**config.mk**
```make
export PLATFORM = sky130hd
export DESIGN_NAME = axi_wr_arbiter
export DESIGN_NICKNAME = d
export VERILOG_FILES = /design/src/rtl/axi_wr_arbiter.sv
export SDC_FILE = /design/constraint.sdc
export NUM_CORES = 1
export LEC_CHECK = 0
export CAP_MARGIN = 30
export CORE_AREA = 5 5 157 159
export DETAILED_ROUTE_END_ITERATION = 8
export DIE_AREA = 0 0 162 164
export GPL_ROUTABILITY_DRIVEN = 0
export PLACE_DENSITY = 0.48
export SLEW_MARGIN = 10
export SYNTH_ARGS = -nofsm -noshare
export SYNTH_HDL_FRONTEND = slang
export SYNTH_SLANG_ARGS = --single-unit
export TNS_END_PERCENT = 10
```
**constraint.sdc**
```tcl
create_clock -name clk -period 4.89 [get_ports clk]
set_input_delay 0.978 -clock clk [delete_from_list [all_inputs] [get_ports clk]]
set_output_delay 0.978 -clock clk [all_outputs]
set_load 0.05 [all_outputs]
```
**src/rtl/axi_wr_arbiter.sv**
```systemverilog
// Two-master AXI write arbiter in front of a single SRAM-bridge write port.
// Round-robin grant from AW requests, one transaction in flight, per-master write counters.
module axi_wr_arbiter #(
    parameter int ADDR_W = 32,
    parameter int DATA_W = 64,
    parameter int STRB_W = 8,
    parameter int ID_W   = 4
) (
    input  logic                clk,
    input  logic                reset,
    input  logic [2*ID_W-1:0]   m_awid,
    input  logic [2*ADDR_W-1:0] m_awaddr,
    input  logic [5:0]          m_awsize,
    input  logic [1:0]          m_awvalid,
    output logic [1:0]          m_awready,
    input  logic [2*DATA_W-1:0] m_wdata,
    input  logic [2*STRB_W-1:0] m_wstrb,
    input  logic [1:0]          m_wlast,
    input  logic [1:0]          m_wvalid,
    output logic [1:0]          m_wready,
    output logic [2*ID_W-1:0]   m_bid,
    output logic [3:0]          m_bresp,
    output logic [1:0]          m_bvalid,
    input  logic [1:0]          m_bready,
    output logic [ID_W-1:0]     s_awid,
    output logic [ADDR_W-1:0]   s_awaddr,
    output logic [2:0]          s_awsize,
    output logic                s_awvalid,
    input  logic                s_awready,
    output logic [DATA_W-1:0]   s_wdata,
    output logic [STRB_W-1:0]   s_wstrb,
    output logic                s_wlast,
    output logic                s_wvalid,
    input  logic                s_wready,
    input  logic [ID_W-1:0]     s_bid,
    input  logic [1:0]          s_bresp,
    input  logic                s_bvalid,
    output logic                s_bready,
    output logic                grant,
    output logic                busy,
    output logic [15:0]         txn_cnt0,
    output logic [15:0]         txn_cnt1
);
    // Handshakes: a beat moves on the rising edge where valid and ready are both 1; a valid
    // stays up with stable payload until that edge, and no ready here depends on its own valid.
    typedef enum logic [1:0] {IDLE = 2'd0, XFER = 2'd1, RESP = 2'd2} state_t;

    state_t state, state_next;
    logic   grant_next, rr_last, rr_last_next;
    logic   aw_done, aw_done_next, w_done, w_done_next;
    logic   inc0, inc1, aw_hs, w_hs, b_hs;

    logic [ID_W-1:0]   g_awid;
    logic [ADDR_W-1:0] g_awaddr;
    logic [2:0]        g_awsize;
    logic [DATA_W-1:0] g_wdata;
    logic [STRB_W-1:0] g_wstrb;
    logic              g_awvalid, g_wvalid, g_wlast, g_bready;

    assign g_awid    = grant ? m_awid[ID_W +: ID_W]       : m_awid[0 +: ID_W];
    assign g_awaddr  = grant ? m_awaddr[ADDR_W +: ADDR_W] : m_awaddr[0 +: ADDR_W];
    assign g_awsize  = grant ? m_awsize[5:3]              : m_awsize[2:0];
    assign g_wdata   = grant ? m_wdata[DATA_W +: DATA_W]  : m_wdata[0 +: DATA_W];
    assign g_wstrb   = grant ? m_wstrb[STRB_W +: STRB_W]  : m_wstrb[0 +: STRB_W];
    assign g_awvalid = m_awvalid[grant];
    assign g_wvalid  = m_wvalid[grant];
    assign g_wlast   = m_wlast[grant];
    assign g_bready  = m_bready[grant];

    assign aw_hs = (state == XFER) & g_awvalid & ~aw_done & s_awready;
    assign w_hs  = (state == XFER) & g_wvalid & ~w_done & s_wready & g_wlast;
    assign b_hs  = (state == RESP) & s_bvalid & g_bready;
    assign busy  = (state != IDLE);

    always_ff @(posedge clk or posedge reset) begin
        if (reset) begin
            state    <= IDLE;
            grant    <= 1'b0;
            rr_last  <= 1'b1;
            aw_done  <= 1'b0;
            w_done   <= 1'b0;
            txn_cnt0 <= 16'd0;
            txn_cnt1 <= 16'd0;
        end else begin
            state   <= state_next;
            grant   <= grant_next;
            rr_last <= rr_last_next;
            aw_done <= aw_done_next;
            w_done  <= w_done_next;
            if (inc0) txn_cnt0 <= txn_cnt0 + 16'd1;
            if (inc1) txn_cnt1 <= txn_cnt1 + 16'd1;
        end
    end

    always_comb begin
        state_next   = state;
        grant_next   = grant;
        rr_last_next = rr_last;
        aw_done_next = aw_done;
        w_done_next  = w_done;
        inc0         = 1'b0;
        inc1         = 1'b0;
        case (state)
            IDLE: begin
                // Only AW requests compete; a tie goes to whoever was not served last.
                if (|m_awvalid) begin
                    grant_next = (&m_awvalid) ? ~rr_last : m_awvalid[1];
                    state_next = XFER;
                end
            end
            XFER: begin
                aw_done_next = aw_done | aw_hs;
                w_done_next  = w_done | w_hs;
                if (aw_done_next && w_done_next) state_next = RESP;
            end
            RESP: begin
                if (b_hs) begin
                    inc0         = ~grant;
                    inc1         = grant;
                    rr_last_next = grant;
                    aw_done_next = 1'b0;
                    w_done_next  = 1'b0;
                    state_next   = IDLE;
                end
            end
            default: state_next = IDLE;
        endcase
    end

    always_comb begin
        m_awready = '0;
        m_wready  = '0;
        m_bvalid  = '0;
        m_bid     = '0;
        m_bresp   = '0;
        s_awid    = '0;
        s_awaddr  = '0;
        s_awsize  = '0;
        s_awvalid = 1'b0;
        s_wdata   = '0;
        s_wstrb   = '0;
        s_wlast   = 1'b0;
        s_wvalid  = 1'b0;
        s_bready  = 1'b0;
        if (state == XFER) begin
            s_awid           = g_awid;
            s_awaddr         = g_awaddr;
            s_awsize         = g_awsize;
            s_awvalid        = g_awvalid & ~aw_done;
            m_awready[grant] = s_awready & ~aw_done;
            s_wdata          = g_wdata;
            s_wstrb          = g_wstrb;
            s_wlast          = g_wlast;
            s_wvalid         = g_wvalid & ~w_done;
            m_wready[grant]  = s_wready & ~w_done;
        end
        if (state == RESP) begin
            m_bvalid[grant] = s_bvalid;
            s_bready        = g_bready;
            if (grant) begin
                m_bid[ID_W +: ID_W] = s_bid;
                m_bresp[3:2]        = s_bresp;
            end else begin
                m_bid[0 +: ID_W] = s_bid;
                m_bresp[1:0]     = s_bresp;
            end
        end
    end
endmodule

```
# After elaboration in Yosys (flattened, before gate mapping)
# Index checks and enable logic that the tools add are counted.
totals:
  elab_cells: 94
  reg_bits: 38
op_classes:
  n_bitwise: 22
  order_cmp: 2
  n_mux: 45
  n_reduce_logical: 11
  n_eq_ne: 5
  add_sub_neg: 2
op_table:
  columns: ["cell", "count"]
  rows:
  - ["$mux W64", 2]
  - ["$mux W32", 2]
  - ["$add A16 B1 Y16 const B", 2]
  - ["$mux W8", 3]
  - ["$mux W4", 5]
  - ["$mux W1", 19]
  - ["$mux W2", 8]
  - ["$and A1 B1 Y1", 13]
  - ["$reduce_and A2 Y1", 4]
  - ["$and A2 B2 Y2", 3]
  - ["$mux W3", 2]
  - ["$pmux W2 S3", 1]
  - ["$ne A2 B2 Y1 const B", 2]
  - ["$not A1 Y1", 4]
  - ["$pmux W1 S2", 2]
  - ["$reduce_bool A2 Y1", 2]
  - ["$reduce_and A3 Y1", 1]
  - ["$eq A2 B1 Y1 const B", 1]
  - ["$eq A2 B2 Y1 const B", 1]
  - ["$logic_and A1 B1 Y1", 2]
  - ["$logic_not A2 Y1", 1]
  - ["$lt A1 B2 Y1 const B", 1]
  - ["$ne A2 B1 Y1 const B", 1]
  - ["$or A1 B1 Y1", 2]
  - ["3 further kinds", 3]

# Longest topological paths before layout
# Gate-level depths: netlist of run 1.
depth:
  ltp_word: 10
  depth_mapped: 6

# Least setup slack after synthesis of run 1
# No wires, ideal clock.
synth_timing:
  kind: "reg2out"
  startpoint: "register state[0]"
  endpoint: "output m_awready[0]"
  stages_incl_launch_ff: 6
  path_slack_ns: 1.331
  arrival_ns: 2.581
  t_required_ns: 3.912
  cell_sequence: "dfrtp_1 > clkbuf_2 > or2b_2 > clkbuf_1 > clkbuf_1 > nor4_1"
synth_via:
  elab_chain_cells: 2
synth_rtl:
  columns: ["item", "line_no", "rtl"]
  rows:
  - ["start, declared", "48", "state_t state, state_next;"]
  - ["start signal, assigned", "85", "state <= state_next;"]
  - ["$eq A2 B1 Y1", "145", "if (state == XFER) begin"]
  - ["$mux W2", "145", null]
  - ["end, declared", "15", "output logic [1:0] m_awready,"]
# No other way between the ends.

# Final worst setup path of run 1
layout_timing:
  startpoint: "register grant"
  endpoint: "output m_awready[1]"
layout_via:
  elab_chain_cells: 6
  elab_cells_between_ends: 7
  classes_between: "order compare (2); mux (3); bitwise (1); reduce/logical (1)"
layout_rtl:
  columns: ["item", "line_no", "rtl"]
  rows:
  - ["start, declared", "39", "output logic grant,"]
  - ["start signal, assigned", "86", "grant <= grant_next;"]
  - ["$lt A1 B2 Y1 (implied by the code) / $ge A1 B1 Y1 (equally long branches)", "150", "m_awready[grant] = s_awready & ~aw_done;"]
  - ["$logic_and A1 B1 Y1 (implied by the code)", "150", null]
  - ["$mux W1 (implied by the code)", "150", null]
  - ["$demux W1 S1 *", "150", null]
  - ["$and A2 B2 Y2 (no line) *", null, null]
  - ["$mux W2 *", "145", null]
# Every way passes the cells marked *; elsewhere a longest branch is shown, timed or not.

==> summary.txt, run 1 <==
Timing
  – Final setup skew: approximately 5.3 ps
  – Worst Tran Pin Value: approximately 1100 ps
  – Crit path time final: 3960 ps
  – Fin. max-slew vios: 0
  – RSZ-0062 raised after global routing: no
  – Final setup fails: 0
  – Final hold vios: 0
  – Max transition margin: between 20% and 30%
  – Fmax: roughly 250 MHz
  – Fin crit share: about four fifths
  – Setup_tns: 0 ps

CTS
  – Hold-fix buffers, CTS: 0
  – H-tree depth: 2
  – Resize count post-CTS: 0
  – Clock root cell: clkbuf_16
  – Clk sinks: 38
  – Clk_lat worst skew: 290 ps
  – Clk slew on worst S/H paths: ~60 ps
  – Post-CTS setup buffer count: 0
  – CTS Buf Count: 5
  – Clk buf depth: 2
  – CTS tree: yes

Cells and area
  – Final net count: 1068
  – Layout area overhead: 130%
  – Final Non-Filler Cells: about 1100
  – Share of layout cells above drive strength 1: between 3 and 4%

Logic synthesis
  – Syn avg cell area: 8.20 um^2
  – Synth Instances: ~430
  – Area leader, netlist: mux2i_1
  – Syn Nets: slightly below 700
  – Top cells by area, synth: mux2i_1 32%, dfrtp_1 26%, nor2_1 13%, xnor2_1 3.9%, xor2_1 3.5%
  – Sequential area share after synthesis: between 20% and 30%
  – FFs w/ async S/R, synth: 100%
  – Compound-gate portion of the synthesized area: roughly 1.3%
  – Simple-gate share of the synthesized area: approximately a quarter
  – Most used DFF post-synth: dfrtp_1
  – Area share of fa/ha/maj cells after synthesis: less than 1%
  – Largest family of logic cells by synthesized area: multiplexers
  – Number of synthesized flops with an enable pin: 0
  – Mapped cell area: approximately 3600 um^2
  – Yosys cell types: 37
  – Mux share of post-synthesis cell area: roughly a third
  – Post-Synth XOR/XNOR Area: 7.40%
  – Yosys reg bits: 38
  – Post-synth top area share: between 30% and 40%
  – Yosys warning count: 0

Global route
  – Gr ovfl total: 0
  – Vias in the first global route: ~4700
  – Total GRT Usage: ~15%
  – Largest net degree at the start of global routing: between 100 and 150
  – First-pass GRT wire length: approximately 30 mm
  – Antenna violations before repair: 1

Pwr
  – P_int: 2.04 mW
  – Leakage: approximately 3.5 nW
  – Combinational share of power: between 80 and 90%
  – Sw frac: between 50% and 60%
  – Proportion of power drawn by the clock network: a little under a tenth
  – Register share of total power: roughly 8.9%
  – Sw power: approximately 2.7 mW
  – VDD IR max: 0.400 mV
  – Power Density: ~580 nW/um^2

Drt
  – 1st-pass router iterations: 4
  – Routed vias: approximately 4500
  – WL/cell: about 19 um
  – Via density: slightly above 4
  – Drt total wl: 21.0 mm
  – DR iter-0 viols: roughly 180
  – DRC violations left: 0
  – Antenna viol nets, final: 0

Min path
  – Hold Path Depth: 1
  – Worst Hold Path EP: txn_cnt0[15]$_DFFE_PP0P_
  – Hold_sp: txn_cnt0[15]$_DFFE_PP0P_
  – Hold Crit Class: reg -> reg

Job
  – MaxCap Viol Count: 0

Worst setup path
  – FF-to-FF Start: grant$_DFFE_PP0P_
  – Worst EP arrival: 2990 ps
  – CP Max Fanout: between 100 and 150
  – Reg2Reg Setup Slack: around 2300 ps
  – Crit end category: primary output
  – CP Launch Type: flip-flop
  – FF-to-FF End: txn_cnt1[1]$_DFFE_PP0P_
  – Req. time, crit path: approximately 3900 ps
  – Crit path kind: reg -> out
  – Reg2Reg Depth: 4

Floorplan
  – Die area: 26600 um^2
  – Initial Util: roughly 15%
  – Total core area: roughly 23000 um^2
  – Die extent in y: about 160 um
  – Top Ports: around 410
  – Die Width: around 160 um
  – Row count: 56

Run status
  – Status: finished, final reports clean

Place
  – DP Wirelength: about 18 mm
  – Input/output buffers: 407
  – Placed cell count: between 1000 and 1500
routing by layer:
metal,GRT usage (%),share of wire (%),up-vias
met2,27.0,50,219
met3,5.32,9.5,16
met1,17.1,40,2008
met4,2.81,1.2,0
met5,0,0,-
li1,-,-,2260
registers in the layout (all words and copies together) (netlist names):
name,count
aw_done,1
w_done,1
state,2
grant,1
txn_cnt1,16
txn_cnt0,16
rr_last,1
metrics by stage:
stage / power (mW) / cell area, um^2 / hold slack (ps) / util [%] / worst slack (ps)
final: 4.76 / 8160 / 466 / 35.3 / 925
after global routing: 4.98 / 8160 / 508 / 35.3 / 1000
after CTS: 4.77 / 8120 / 474 / 35.1 / 949
after detailed placement: 4.31 / 7920 / 461 / 34.3 / 1090
after global placement: 4.34 / 7920 / 460 / 34.3 / 1090
after floorplan: 2.97 / 3550 / 465 / - / 1330
cells in the mapped netlist, types with 2 or more instances:
| cell | number |
|---|---|
| and2_1 | 8 |
| and3_1 | 10 |
| and4_1 | 3 |
| buf_1 | 4 |
| buf_2 | 7 |
| clkbuf_1 | 16 |
| dfrtp_1 | 37 |
| ha_1 | 2 |
| inv_1 | 12 |
| mux2_2 | 2 |
| mux2i_1 | 115 |
| nand2_1 | 12 |
| nand3_1 | 13 |
| nand4_1 | 4 |
| nor2_1 | 125 |
| nor3_1 | 9 |
| nor3b_1 | 2 |
| nor4_1 | 4 |
| or2_2 | 2 |
| xnor2_1 | 16 |
| xor2_1 | 14 |
worst max-delay path, cell delays in order (launching register included):
cell	delay, ps
dfrtp_4	420
buf_12	450
inv_1	290
nor4_1	310
clkdlybuf4s50_1	870
kinds of logic (layout without fill, tap and decap cells):
logic type | count (synthesis) | after routing
AND/OR/NAND/NOR | 200 | 200
XOR/XNOR | 30 | 30
adder cells (fa/ha/maj) | 2 | 2
buffers and inverters | 40 | 433
other | 0 | 1
AO/OA/AOI/OAI | 6 | 6
multiplexers | 117 | 117
flip-flops | 38 | 38
power by group through the flow:
| stage | sequential (mW) | clock, mW | combinational (mW) |
|---|---|---|---|
| CTS | 0.420 | 0.448 | 3.90 |
| finish | 0.421 | 0.438 | 3.90 |
| global placement | 0.427 | 0 | 3.91 |
| global route | 0.431 | 0.461 | 4.09 |
| detailed placement | 0.425 | 0 | 3.89 |
| floorplan | 0.485 | 0 | 2.48 |
how the worst max path moves through the flow:
stage	from	end	slack, ps	cells past startpoint
final	grant$_DFFE_PP0P_	m_awready[1]	930	4
after CTS	state[0]$_DFFE_PP0P_	s_awaddr[3]	950	4
after detailed placement	m_awvalid[1]	s_awvalid	1090	4
after floorplan	state[0]$_DFFE_PP0P_	m_awready[0]	1330	5
after global placement	m_awvalid[1]	s_awvalid	1090	4
after global routing	grant$_DFFE_PP0P_	m_awready[1]	1000	4
cell type report:
| type | instances | area (um^2) |
|---|---|---|
| clock buffer | 6 | 139 |
| tap | 290 | 363 |
| inverter | 12 | 45.0 |
| multi-input combinational | 355 | 2440 |
| antenna | 1 | 2.50 |
| fill | 2403 | 15000 |
| timing repair buffer | 413 | 4150 |
| clock inverter | 2 | 60.1 |
| sequential | 38 | 956 |
layout by cell type, fill, tap and decap left out, types with 2 or more instances in the layout:
cell / netlist / layout
and2_1: 8 / 8
and3_1: 10 / 10
and4_1: 3 / 3
buf_4: 0 / 3
bufinv_16: 0 / 2
clkbuf_16: 0 / 5
clkdlybuf4s50_1: 0 / 407
dfrtp_1: 37 / 36
ha_1: 2 / 2
inv_1: 12 / 12
mux2_2: 2 / 2
mux2i_1: 115 / 115
nand2_1: 12 / 12
nand3_1: 13 / 13
nand4_1: 4 / 4
nor2_1: 125 / 125
nor3_1: 9 / 9
nor3b_1: 2 / 2
nor4_1: 4 / 4
or2_2: 2 / 2
xnor2_1: 16 / 16
xor2_1: 14 / 14
(Power assumes the default switching activity.)
==> run 2, diff against run 1 <==
PLACE_DENSITY = 0.5   (was 0.48)
clock period = 3.4 ns   (was 4.89 ns; I/O delays follow)
==> run 2 against run 1 <==
Compared with the run above:
- global-route usage up 0.26 points
- sequential share of layout area up 0.11 points
- non-clock buffer count up 5
- setup slack worse by 750 ps
- cell area down 0.89%
- register-to-register slack worse by 1200 ps
- routed wire length up 2.0%
- clock skew down 0.57 ps
- critical endpoint is now s_awaddr[5]
- die area unchanged
- sequential power up 52%
==> summary.txt, run 2 (synthesis results as in run 1) <==
Run status
  – Status: finished, final reports clean

Floorplan
  – Die extent in y: roughly 160 um
  – Initial Util: between 15 and 20%
  – Row count: 56
  – Die Width: 162 um
  – Top Ports: around 410
  – Die area: 26600 um^2
  – Total core area: 23100 um^2

Pwr
  – Sw power: just under 4 mW
  – Power Density: approximately 830 nW/um^2
  – VDD IR max: 0.511 mV
  – Combinational share of power: 83.4%
  – Register share of total power: around a tenth
  – Proportion of power drawn by the clock network: 7.1%
  – P_int: about 2.8 mW
  – Sw frac: approximately three fifths
  – Leakage: about 3.6 nW

Worst setup path
  – Worst EP arrival: around 2600 ps
  – Crit path kind: reg -> out
  – Crit end category: primary output
  – Slowest CP cell: clkdlybuf4s50_1
  – CP max stage delay: roughly 850 ps
  – CP Max Fanout: 38
  – Req. time, crit path: ~2700 ps
  – CP Launch Type: flip-flop
  – Reg2Reg Depth: 5
  – Worst-path cell chain: or2b_4 > buf_12 > nor2_1 > clkdlybuf4s50_1

Cells and area
  – Final Non-Filler Cells: 1122
  – Layout area overhead: 128%
  – Cell area after layout: 8080 um^2
  – Final net count: between 1000 and 1500
  – Most common cell after layout, fill and taps aside: clkdlybuf4s50_1
  – Most frequent cells in the layout: 369 x clkdlybuf4s50_1, 125 x nor2_1, 115 x mux2i_1
  – Largest registers: txn_cnt0 (16), txn_cnt1 (16), state (2)
  – Share of layout cells above drive strength 1: under 10%
  – Core Util, Final: roughly a third

Job
  – MaxCap Viol Count: 0

Global route
  – Antenna violations before repair: 1
  – First-pass GRT wire length: 30.6 mm
  – Total GRT Usage: around 15%
  – Largest net degree at the start of global routing: 45
  – Gr ovfl total: 0
  – Vias in the first global route: approximately 4800

Place
  – Placed cell count: around 1100
  – DP Wirelength: roughly 19 mm
  – Post-DP Area: 7930 um^2
  – Input/output buffers: 407

Drt
  – Drt total wl: about 21 mm
  – 1st-pass router iterations: 4
  – Via density: 4.03
  – WL/cell: between 15 and 20 um
  – DR iter-0 viols: 126
  – Routed vias: approximately 4500
  – Antenna viol nets, final: 0
  – DRC violations left: 0

Min path
  – Hold Crit Class: reg -> reg
  – Hold Path Depth: 1

CTS
  – Clk slew on worst S/H paths: roughly 60 ps
  – H-tree depth: 2
  – CTS tree: yes
  – Resize count post-CTS: 0
  – Hold-fix buffers, CTS: 0
  – Clock root cell: clkbuf_16
  – CTS Buf Count: 5
  – Clk buf depth: 2
  – Clk_lat worst skew: 280 ps
  – Clk sinks: 38
  – Post-CTS setup buffer count: 0

Timing
  – Setup_tns: 0 ps
  – Max transition margin: roughly half
  – Crit path time final: 3230 ps
  – RSZ-0062 raised after global routing: no
  – Final setup skew: around 4.8 ps
  – Final setup fails: 0
  – Fin crit share: between 90% and 100%
  – Final hold vios: 0
  – Fin. max-slew vios: 0
  – Worst Tran Pin Value: 767 ps
  – Fmax: 310 MHz
## run 2: routing by layer
metal | wire (um) | global-route usage, % | vias to the layer above
li1 | - | - | 2266
met1 | 7930 | 16.0 | 2013
met2 | 10700 | 27.9 | 227
met3 | 2510 | 6.95 | 18
met4 | 338 | 3.04 | 0
met5 | 0 | 0 | -
## run 2: final timing paths
kind | endpoint | slack [ps] | from
max | s_awaddr[5] | 170 | state[0]$_DFFE_PP0P_
min | txn_cnt1[15]$_DFFE_PP0P_ | 480 | txn_cnt1[15]$_DFFE_PP0P_
max reg2reg | txn_cnt0[8]$_DFFE_PP0P_ | 1100 | grant$_DFFE_PP0P_
min reg2reg | txn_cnt1[15]$_DFFE_PP0P_ | 480 | txn_cnt1[15]$_DFFE_PP0P_
max in group asynchronous | grant$_DFFE_PP0P_ | 2190 | reset
min in group asynchronous | txn_cnt1[4]$_DFFE_PP0P_ | 830 | reset
## run 2: layout make-up
cell class | count | area, um^2
Clock inverter | 2 | 12.5
Multi-Input combinational cell | 355 | 2440
Sequential cell | 38 | 956
Timing Repair Buffer | 418 | 4120
Antenna cell | 1 | 2.50
Fill cell | 2419 | 15000
Clock buffer | 6 | 139
Inverter | 12 | 45.0
Tap cell | 290 | 363
## run 2: worst max-delay path: cells and delay by family (launching register included)
kind / cells / cell delay (ps)
buffers and inverters: 2 / 1090
and+or+nand+nor: 2 / 680
DFF: 1 / 470
## run 2: power groups by stage
stage	logic (mW)	clock network, mW	registers [mW]
after floorplan	3.57	0	0.697
after global placement	5.67	0	0.652
after detailed placement	5.65	0	0.655
after CTS	5.67	0.487	0.646
after global routing	5.89	0.508	0.659
final	5.59	0.474	0.640
## run 2: metrics by stage
stage                     hold slack, ps  power, mW  setup slack [ps]
after floorplan                      465       4.27               139
after global placement               460       6.32               321
after detailed placement             473       6.31               339
after CTS                            485       6.81              84.1
after global routing                 508       7.06              44.6
final                                485       6.71               171
==> run 3, diff against run 2 <==
ABC_CLOCK_PERIOD_IN_PS = 3400   (was not set)
==> results of run 3 <==
Same layout as run 2: the final DEF is identical, and so are final timing and power.
